File: src/rtl/paralelo_serial_tx_if.sv
// Byte-side handshake and serial line-side signals of the parallel-to-serial transmitter.
// The master side drives bytes in and the slave side is the transmitter itself.
interface paralelo_serial_tx_if;
  logic [7:0] data_in;
  logic       valid_in;
  logic       ready_in;
  logic       data_out;
  logic       valid_out;
  logic       byte_start;
  logic       active;

  modport master (
    output data_in,
    output valid_in,
    input  ready_in,
    input  data_out,
    input  valid_out,
    input  byte_start,
    input  active
  );

  modport slave (
    input  data_in,
    input  valid_in,
    output ready_in,
    output data_out,
    output valid_out,
    output byte_start,
    output active
  );
endinterface

File: src/rtl/paralelo_serial_tx.sv
// Parallel-to-serial transmitter: one-entry holding register feeding an MSB-first shifter,
// with comma fill when idle and a comma preamble after reset so the receiver can lock.
module paralelo_serial_tx #(
  parameter logic [7:0] COMMA      = 8'hBC,
  parameter int         MIN_COMMAS = 4
) (
  input  logic                  clk_32f,
  input  logic                  reset_L,
  paralelo_serial_tx_if.slave   bus
);

  typedef enum logic {
    SYNC,
    RUN
  } state_t;

  localparam logic [3:0] LP_MIN_COMMAS = 4'(MIN_COMMAS);

  state_t     r_state;
  logic [7:0] r_shiftReg;
  logic [2:0] r_bitCnt;
  logic       r_holdFull;
  logic [7:0] r_holdReg;
  logic [3:0] r_commaCnt;
  logic       r_validOut;
  logic       r_byteStart;
  logic       r_active;

  logic       w_load;
  logic       w_drain;
  logic       w_ready;
  logic       w_accept;

  // bit counter starts at 0 so the first edge after reset already loads a comma
  assign w_load   = (r_bitCnt == 3'd0);
  assign w_drain  = w_load && (r_state == RUN) && r_holdFull;
  assign w_ready  = !r_holdFull || w_drain;
  assign w_accept = bus.valid_in && w_ready;

  assign bus.ready_in   = w_ready;
  assign bus.data_out   = r_shiftReg[7];
  assign bus.valid_out  = r_validOut;
  assign bus.byte_start = r_byteStart;
  assign bus.active     = r_active;

  always_ff @(posedge clk_32f or negedge reset_L) begin
    if (!reset_L) begin
      r_state     <= SYNC;
      r_shiftReg  <= 8'h00;
      r_bitCnt    <= 3'd0;
      r_holdFull  <= 1'b0;
      r_holdReg   <= 8'h00;
      r_commaCnt  <= 4'd0;
      r_validOut  <= 1'b0;
      r_byteStart <= 1'b0;
      r_active    <= 1'b0;
    end else begin
      r_byteStart <= w_load;

      if (w_load) begin
        r_bitCnt <= 3'd7;
        if (w_drain) begin
          r_shiftReg <= r_holdReg;
          r_validOut <= 1'b1;
        end else begin
          r_shiftReg <= COMMA;
          r_validOut <= 1'b0;
          // preamble: RUN is entered on the load that sends the last required comma
          if (r_state == SYNC) begin
            r_commaCnt <= r_commaCnt + 4'd1;
            if (r_commaCnt + 4'd1 == LP_MIN_COMMAS) begin
              r_state  <= RUN;
              r_active <= 1'b1;
            end
          end
        end
      end else begin
        r_bitCnt   <= r_bitCnt - 3'd1;
        r_shiftReg <= {r_shiftReg[6:0], 1'b0};
      end

      // a byte accepted on a drain edge refills the slot the drained byte just left
      if (w_accept) begin
        r_holdReg  <= bus.data_in;
        r_holdFull <= 1'b1;
      end else if (w_drain) begin
        r_holdFull <= 1'b0;
      end
    end
  end

endmodule

File: src/flat_wrapper.sv
// flat-port wrapper written by rule: the top's interface ports become plain ports
module paralelo_serial_tx_flat 
#(
  parameter logic [7:0] COMMA      = 8'hBC,
  parameter int         MIN_COMMAS = 4
)
  (clk_32f, reset_L, bus_data_in, bus_valid_in, bus_ready_in, bus_data_out, bus_valid_out, bus_byte_start, bus_active);
  paralelo_serial_tx_if bus_i ();
  input  logic clk_32f;
  input  logic reset_L;
  input wire logic [$bits(bus_i.data_in)-1:0] bus_data_in;
  input wire logic [$bits(bus_i.valid_in)-1:0] bus_valid_in;
  output wire logic [$bits(bus_i.ready_in)-1:0] bus_ready_in;
  output wire logic [$bits(bus_i.data_out)-1:0] bus_data_out;
  output wire logic [$bits(bus_i.valid_out)-1:0] bus_valid_out;
  output wire logic [$bits(bus_i.byte_start)-1:0] bus_byte_start;
  output wire logic [$bits(bus_i.active)-1:0] bus_active;
  assign bus_i.data_in = bus_data_in;
  assign bus_i.valid_in = bus_valid_in;
  assign bus_ready_in = bus_i.ready_in;
  assign bus_data_out = bus_i.data_out;
  assign bus_valid_out = bus_i.valid_out;
  assign bus_byte_start = bus_i.byte_start;
  assign bus_active = bus_i.active;
  paralelo_serial_tx #(.COMMA(COMMA), .MIN_COMMAS(MIN_COMMAS)) u_core (.clk_32f(clk_32f), .reset_L(reset_L), .bus(bus_i));
endmodule
File: config.mk
export PLATFORM = sky130hd
export DESIGN_NAME = paralelo_serial_tx_flat
export DESIGN_NICKNAME = d
export VERILOG_FILES = /design/src/rtl/paralelo_serial_tx_if.sv /design/src/rtl/paralelo_serial_tx.sv /design/src/flat_wrapper.sv
export SDC_FILE = /design/constraint.sdc
export NUM_CORES = 1
export LEC_CHECK = 0
export CAP_MARGIN = 20
export CORE_MARGIN = 2
export CORE_UTILIZATION = 40
export CTS_BUF_LIST = sky130_fd_sc_hd__clkbuf_2 sky130_fd_sc_hd__clkbuf_4 sky130_fd_sc_hd__clkbuf_8
export DETAILED_ROUTE_END_ITERATION = 10
export PLACE_DENSITY_LB_ADDON = 0.05
export SLEW_MARGIN = 15
export SYNTH_ARGS = -nofsm -noshare
export SYNTH_HDL_FRONTEND = slang
export SYNTH_SLANG_ARGS = --single-unit
File: constraint.sdc
create_clock -name clk_32f -period 1.55 [get_ports clk_32f]
set_input_delay 0.2325 -clock clk_32f [delete_from_list [all_inputs] [get_ports clk_32f]]
set_output_delay 0.2325 -clock clk_32f [all_outputs]
set_load 0.05 [all_outputs]
; ---- Word-level counts from Yosys, hierarchy flattened
; Index checks and enable logic that the tools add are counted.
[classes]
addsub = 2
mul = 0
div_mod_pow = 0
magnitude_cmp = 0
n_eq_ne = 1
n_shift = 0
muxes = 8
bitwise = 2
n_reduce_logical = 10
[op_table]
columns = operator, n
row1 = 2-to-1 mux 8 bit, 2
row2 = 2-to-1 mux 1 bit, 5
row3 = "adder 4 x 1 -> 4 bit, second input constant", 1
row4 = "equality test 4 x 3 -> 1 bit, second input constant", 1
row5 = AND reduction 4 bit, 1
row6 = logical AND 1 bit, 3
row7 = logical NOT 3 bit, 1
row8 = 2-to-1 mux 3 bit, 1
row9 = AND reduction 3 bit, 1
row10 = "subtractor 3 x 1 -> 3 bit, second input constant", 1
row11 = inverter 1 bit, 2
row12 = AND reduction 2 bit, 1
row13 = nonzero test 2 bit, 1
row14 = logical NOT 1 bit, 1
row15 = logical OR 1 bit, 1
[word_totals]
ff_bits = 28
latchBits = 0
ram_bits = 0
mem_bits_ro = 0
inputBits = 11
output_inout_bits = 5
wordCells = 32
n_memories = 0

; ---- Depth between registers and ports, before layout
[depth]
depth_word = 6
depth_mapped = 6
mapped_depth_nobuf = 6

; ---- Worst setup path before layout
; No wires, ideal clock.
[synth_timing]
path_type = reg2reg
startpoint = register u_core.r_bitCnt[0]
endpoint = register u_core.r_holdReg[0]
setup_time_ns = 0.125
arrival_time_ns = 1.424
required_time_ns = 1.425
slack_ns = 0.001
stages_incl_launch_ff = 6
path_buffers = 0
period_less_slack_ns = 1.549
cell_sequence = dfrtp_1 inv_1 ha_1 nand3b_4 a21boi_4 mux2_2
[synth_between]
elab_chain_cells = 5
[synth_rtl]
columns = item, line_no
row1 = from (decl), paralelo_serial_tx.sv:21  ; logic [2:0] r_bitCnt;
row2 = from (signal assigned), paralelo_serial_tx.sv:78  ; r_bitCnt <= r_bitCnt - 3'd1;
row3 = logical NOT 3 bit, paralelo_serial_tx.sv:35  ; assign w_load = (r_bitCnt == 3'd0);
row4 = logical AND 1 bit (2 in a row), paralelo_serial_tx.sv:36  ; assign w_drain = w_load && (r_state == RUN) && r_holdFull;
row5 = logical OR 1 bit, paralelo_serial_tx.sv:37  ; assign w_ready = !r_holdFull || w_drain;
row6 = logical AND 1 bit, paralelo_serial_tx.sv:38  ; assign w_accept = bus.valid_in && w_ready;
row7 = to (signal assigned), paralelo_serial_tx.sv:84  ; r_holdReg <= bus.data_in;
row8 = to (decl), paralelo_serial_tx.sv:23  ; logic [7:0] r_holdReg;
; No other way between the ends.
; A chain may end at the register's enable or synchronous reset.

; ---- Final worst setup path
[layout_timing]
startpoint = register u_core.r_bitCnt[0]
endpoint = output bus_ready_in
[layout_between]
elab_chain_cells = 4
[layout_rtl]
columns = item, line_no
row1 = logical NOT 3 bit, paralelo_serial_tx.sv:35
row2 = logical AND 1 bit (2 in a row), paralelo_serial_tx.sv:36
row3 = logical OR 1 bit, paralelo_serial_tx.sv:37
row4 = to (decl), flat_wrapper.sv:13  ; output wire logic [$bits(bus_i.ready_in)-1:0] bus_ready_in;
; No other way between the ends.

==> flow_metrics.py <==
metrics = {
    "status": {
        "outcome": "completed",
    },
    "yosys": {
        "syn_avg_cell_area_um2": 15.03,
        "synth-simple-area-share_pct": 10.49,
        "synthAdderAreaFrac_pct": 3.421,
        "syn_area_um2": 1097,
        "synth_area_leaders": "dfrtp_1 (64%), mux2_2 (9.2%), o22a_1 (4.0%)",
        "syn_nets": 87,
        "synth_top_family_by_area": "simple AND/OR/NAND/NOR gates",
        "synth_mux_area_share_pct": 9.236,
        "synth.largest_area_cell": "dfrtp_1",
        "synth_cell_type_count": 24,
        "netlist_instances": 73,
        "yosysSeqAreaShare_pct": 63.85,
        "synth_xor_xnor_area_share_pct": 2.395,
        "synth_top_area_share_pct": 63.85,
        "synth-compound-area-share_pct": 9.236,
        "synth.ff_latch_count": 28,
        "ys_warn_count": 0,
    },
    "clocking": {
        "htree_levels": 1,
        "cts_max_path_buffers": 2,
        "cts_buffers": 3,
        "cts_root_buffer": "clkbuf_4",
        "postCtsHoldBufs": 0,
        "cts_tree": "done",
        "clkTransAtPathRegs_ps": 140,
        "clock-sinks": 28,
        "worstSkewPairLatency_ps": 320,
    },
    "global_route": {
        "grt_pass1_vias": 670,
        "grt_pass1_wl_mm": 3.091,
        "track_usage_pct": 12.79,
        "grt_max_degree": 29,
        "antenna_found_initial": 0,
        "grt_overflow": 0,
    },
    "layout": {
        "finalInstanceArea_um2": 1428,
        "fin_cells": 133,
        "multiInputGateArea_um2": 405.4,
        "n_fill_cell": 203,
        "diodes": 0,
        "drive_above_1_share_pct": 38.83,
        "post-route-util_pct": 56.10,
        "final_nets": 118,
        "regArea_um2": 700.7,
        "area_growth_pct": 30.10,
        "layout_commonest_cell": "dfrtp_1",
        "final_cell_mix": "dfrtp_1 (28), buf_4 (15), clkdlybuf4s50_1 (10)",
    },
    "detailed_routing": {
        "via_per_inst": 4.917,
        "firstDrtPassIters": 3,
        "drtAntennaViolNets": 0,
        "route.vias.total": 654,
        "drt_iter0_markers": 12,
        "routed_wl_mm": 1.729,
        "drt-wirelength-per-cell_um": 13.00,
        "drc": 0,
    },
    "pwr": {
        "leakage_nw": 0.6705,
        "p_per_area_nw_per_um2": 914.3,
        "p_int_w": 0.001020,
        "p_clk_share_pct": 26.5,
        "ir_worst_vdd_uv": 798.8,
        "comb_power_share_pct": 11.1,
        "seqPwrFrac_pct": 62.4,
        "p_switching_w": 0.0002849,
        "p_sw_share_pct": 21.83,
    },
    "place": {
        "dp_slack_ps": -65.48,
        "dp.cells": 125,
        "routabilityCongestion": 0.7107,
        "hpwl_mm": 1.184,
        "place_area_um2": 1338,
        "port_buffers": 15,
    },
    "worst_setup_path": {
        "worst-setup-path-type": "register to output pin",
        "cp_max_fo": 3,
        "worst_ep_required_time_ps": 1320,
        "end_kind": "output pin",
        "cp-start-kind": "register",
        "worstPathArrival_ps": 1290,
        "r2r_slack_ps": 80,
    },
    "floorplanning": {
        "die_w_um": 56.38,
        "coreArea_um2": 2545,
        "num_rows": 18,
        "initial_core_util_pct": 43.12,
        "die_area_um2": 3178,
        "boundaryPins": 16,
        "fp.dieH_um": 56.38,
    },
    "timing": {
        "rsz0062_at_grt": "true",
        "max_freq_mhz": 655.1,
        "fin_crit_sh_pct": 98.48,
        "tns_ps": 0,
        "slew_headroom_pct": 76.69,
        "min_period_ps": 1526,
        "fin_ws_ps": 23.59,
        "hold_viol_final": 0,
        "slew_viol_final": 0,
        "finClkSkew_ps": 4.742,
        "worstMarginPinSlew_ps": 349.6,
        "setup_viol": 0,
    },
    "job": {
        "maxCapViolCount": 0,
    },
    "min_path": {
        "hp-class": "input pin to async pin",
    },
}
## cell usage after synthesis
library cell / instances
nor3b_1: 1
nand2b_4: 1
a22o_1: 2
xor2_1: 1
nand2b_1: 1
nand3b_4: 1
nand4_1: 1
o22a_1: 5
and3_2: 1
a21o_1: 1
nand2_1: 5
ha_1: 3
and2_1: 1
mux2_2: 9
a21o_2: 1
xnor2_1: 2
nor3b_4: 1
a21boi_4: 1
nor3_1: 1
nand3_1: 1
dfrtp_1: 28
a21oi_1: 1
inv_1: 3
inv_2: 1
## layout make-up
type / instances / share of cell area [%]
sequential: 28 / 49.08
multi-input combinational: 41 / 28.40
timing repair buffer: 26 / 16.30
tap: 30 / 2.629
clock buffer: 4 / 2.542
inverter: 4 / 1.052
## power groups by stage
| stage | clock (W) | combinational, W | sequential [W] |
|---|---|---|---|
| after global routing | 0.000391 | 0.000158 | 0.000822 |
| after detailed placement | 0 | 0.000142 | 0.000828 |
| after global placement | 0 | 0.000140 | 0.000827 |
| final | 0.000346 | 0.000145 | 0.000814 |
| after CTS | 0.000361 | 0.000143 | 0.000815 |
| after floorplan | 0 | 0.0000666 | 0.000836 |
## logic make-up (layout without fill, tap and decap cells)
group | count (synthesis) | in the layout
compound gates | 11 | 11
buf+inv | 4 | 34
mux | 9 | 9
simple gates | 15 | 15
xor+xnor | 3 | 3
flops | 28 | 28
fa+ha+maj | 3 | 3
## per-stage QoR
step / total power (W) / hold WS [ps]
after floorplan: 0.0009025 / -63.09
after global placement: 0.0009672 / 418.6
after detailed placement: 0.0009705 / 424.3
after CTS: 0.001319 / 264.4
after global routing: 0.001370 / 278.3
final: 0.001305 / 256.0
## registers in the layout, indices dropped and copies added, names as in the netlist
| register | flops |
|---|---|
| u_core.r_state | 1 |
| u_core.r_commaCnt | 4 |
| u_core.bus.active | 1 |
| u_core.r_holdReg | 8 |
| u_core.r_holdFull | 1 |
| u_core.bus.byte_start | 1 |
| u_core.bus.valid_out | 1 |
| u_core.r_bitCnt | 3 |
| u_core.r_shiftReg | 8 |
## layer usage
layer	up-vias	global-route usage [%]	wire, um
li1	316	-	-
met1	319	16.87	861
met2	14	18.99	749
met3	5	5.530	94
met4	0	4.082	24
met5	-	0	0
## critical path: stages, from the launching register on
cell and delay (ps):
dfrtp_1 410, inv_2 80, ha_4 160, nand3b_4 100, nand2_4 90, buf_12 130
## worst paths after layout
path / endpoint / cells after the start / start
worst min register to register: u_core.r_bitCnt[0]$_DFF_PN0_ / 1 / u_core.r_bitCnt[0]$_DFF_PN0_
worst max-delay path: bus_ready_in / 5 / u_core.r_bitCnt[0]$_DFF_PN0_
worst max register to register: u_core.r_holdReg[3]$_DFFE_PN0P_ / 6 / u_core.r_bitCnt[0]$_DFF_PN0_
max in group asynchronous: u_core.bus.active$_DFFE_PN0P_ / 2 / reset_L
min in group clk_32f: u_core.r_bitCnt[0]$_DFF_PN0_ / 1 / u_core.r_bitCnt[0]$_DFF_PN0_
worst min-delay path: u_core.r_holdReg[4]$_DFFE_PN0P_ / 2 / reset_L
## what timing repair did
item | in CTS | in global routing
endpoints found under the hold margin | 0 | 0
gates resized for setup | 6 | 1
endpoints found under the setup margin | 14 | 11
setup buffers | 0 | 4
pin swaps | 1 | 3
Note: power is estimated with default switching activity, not from simulation.
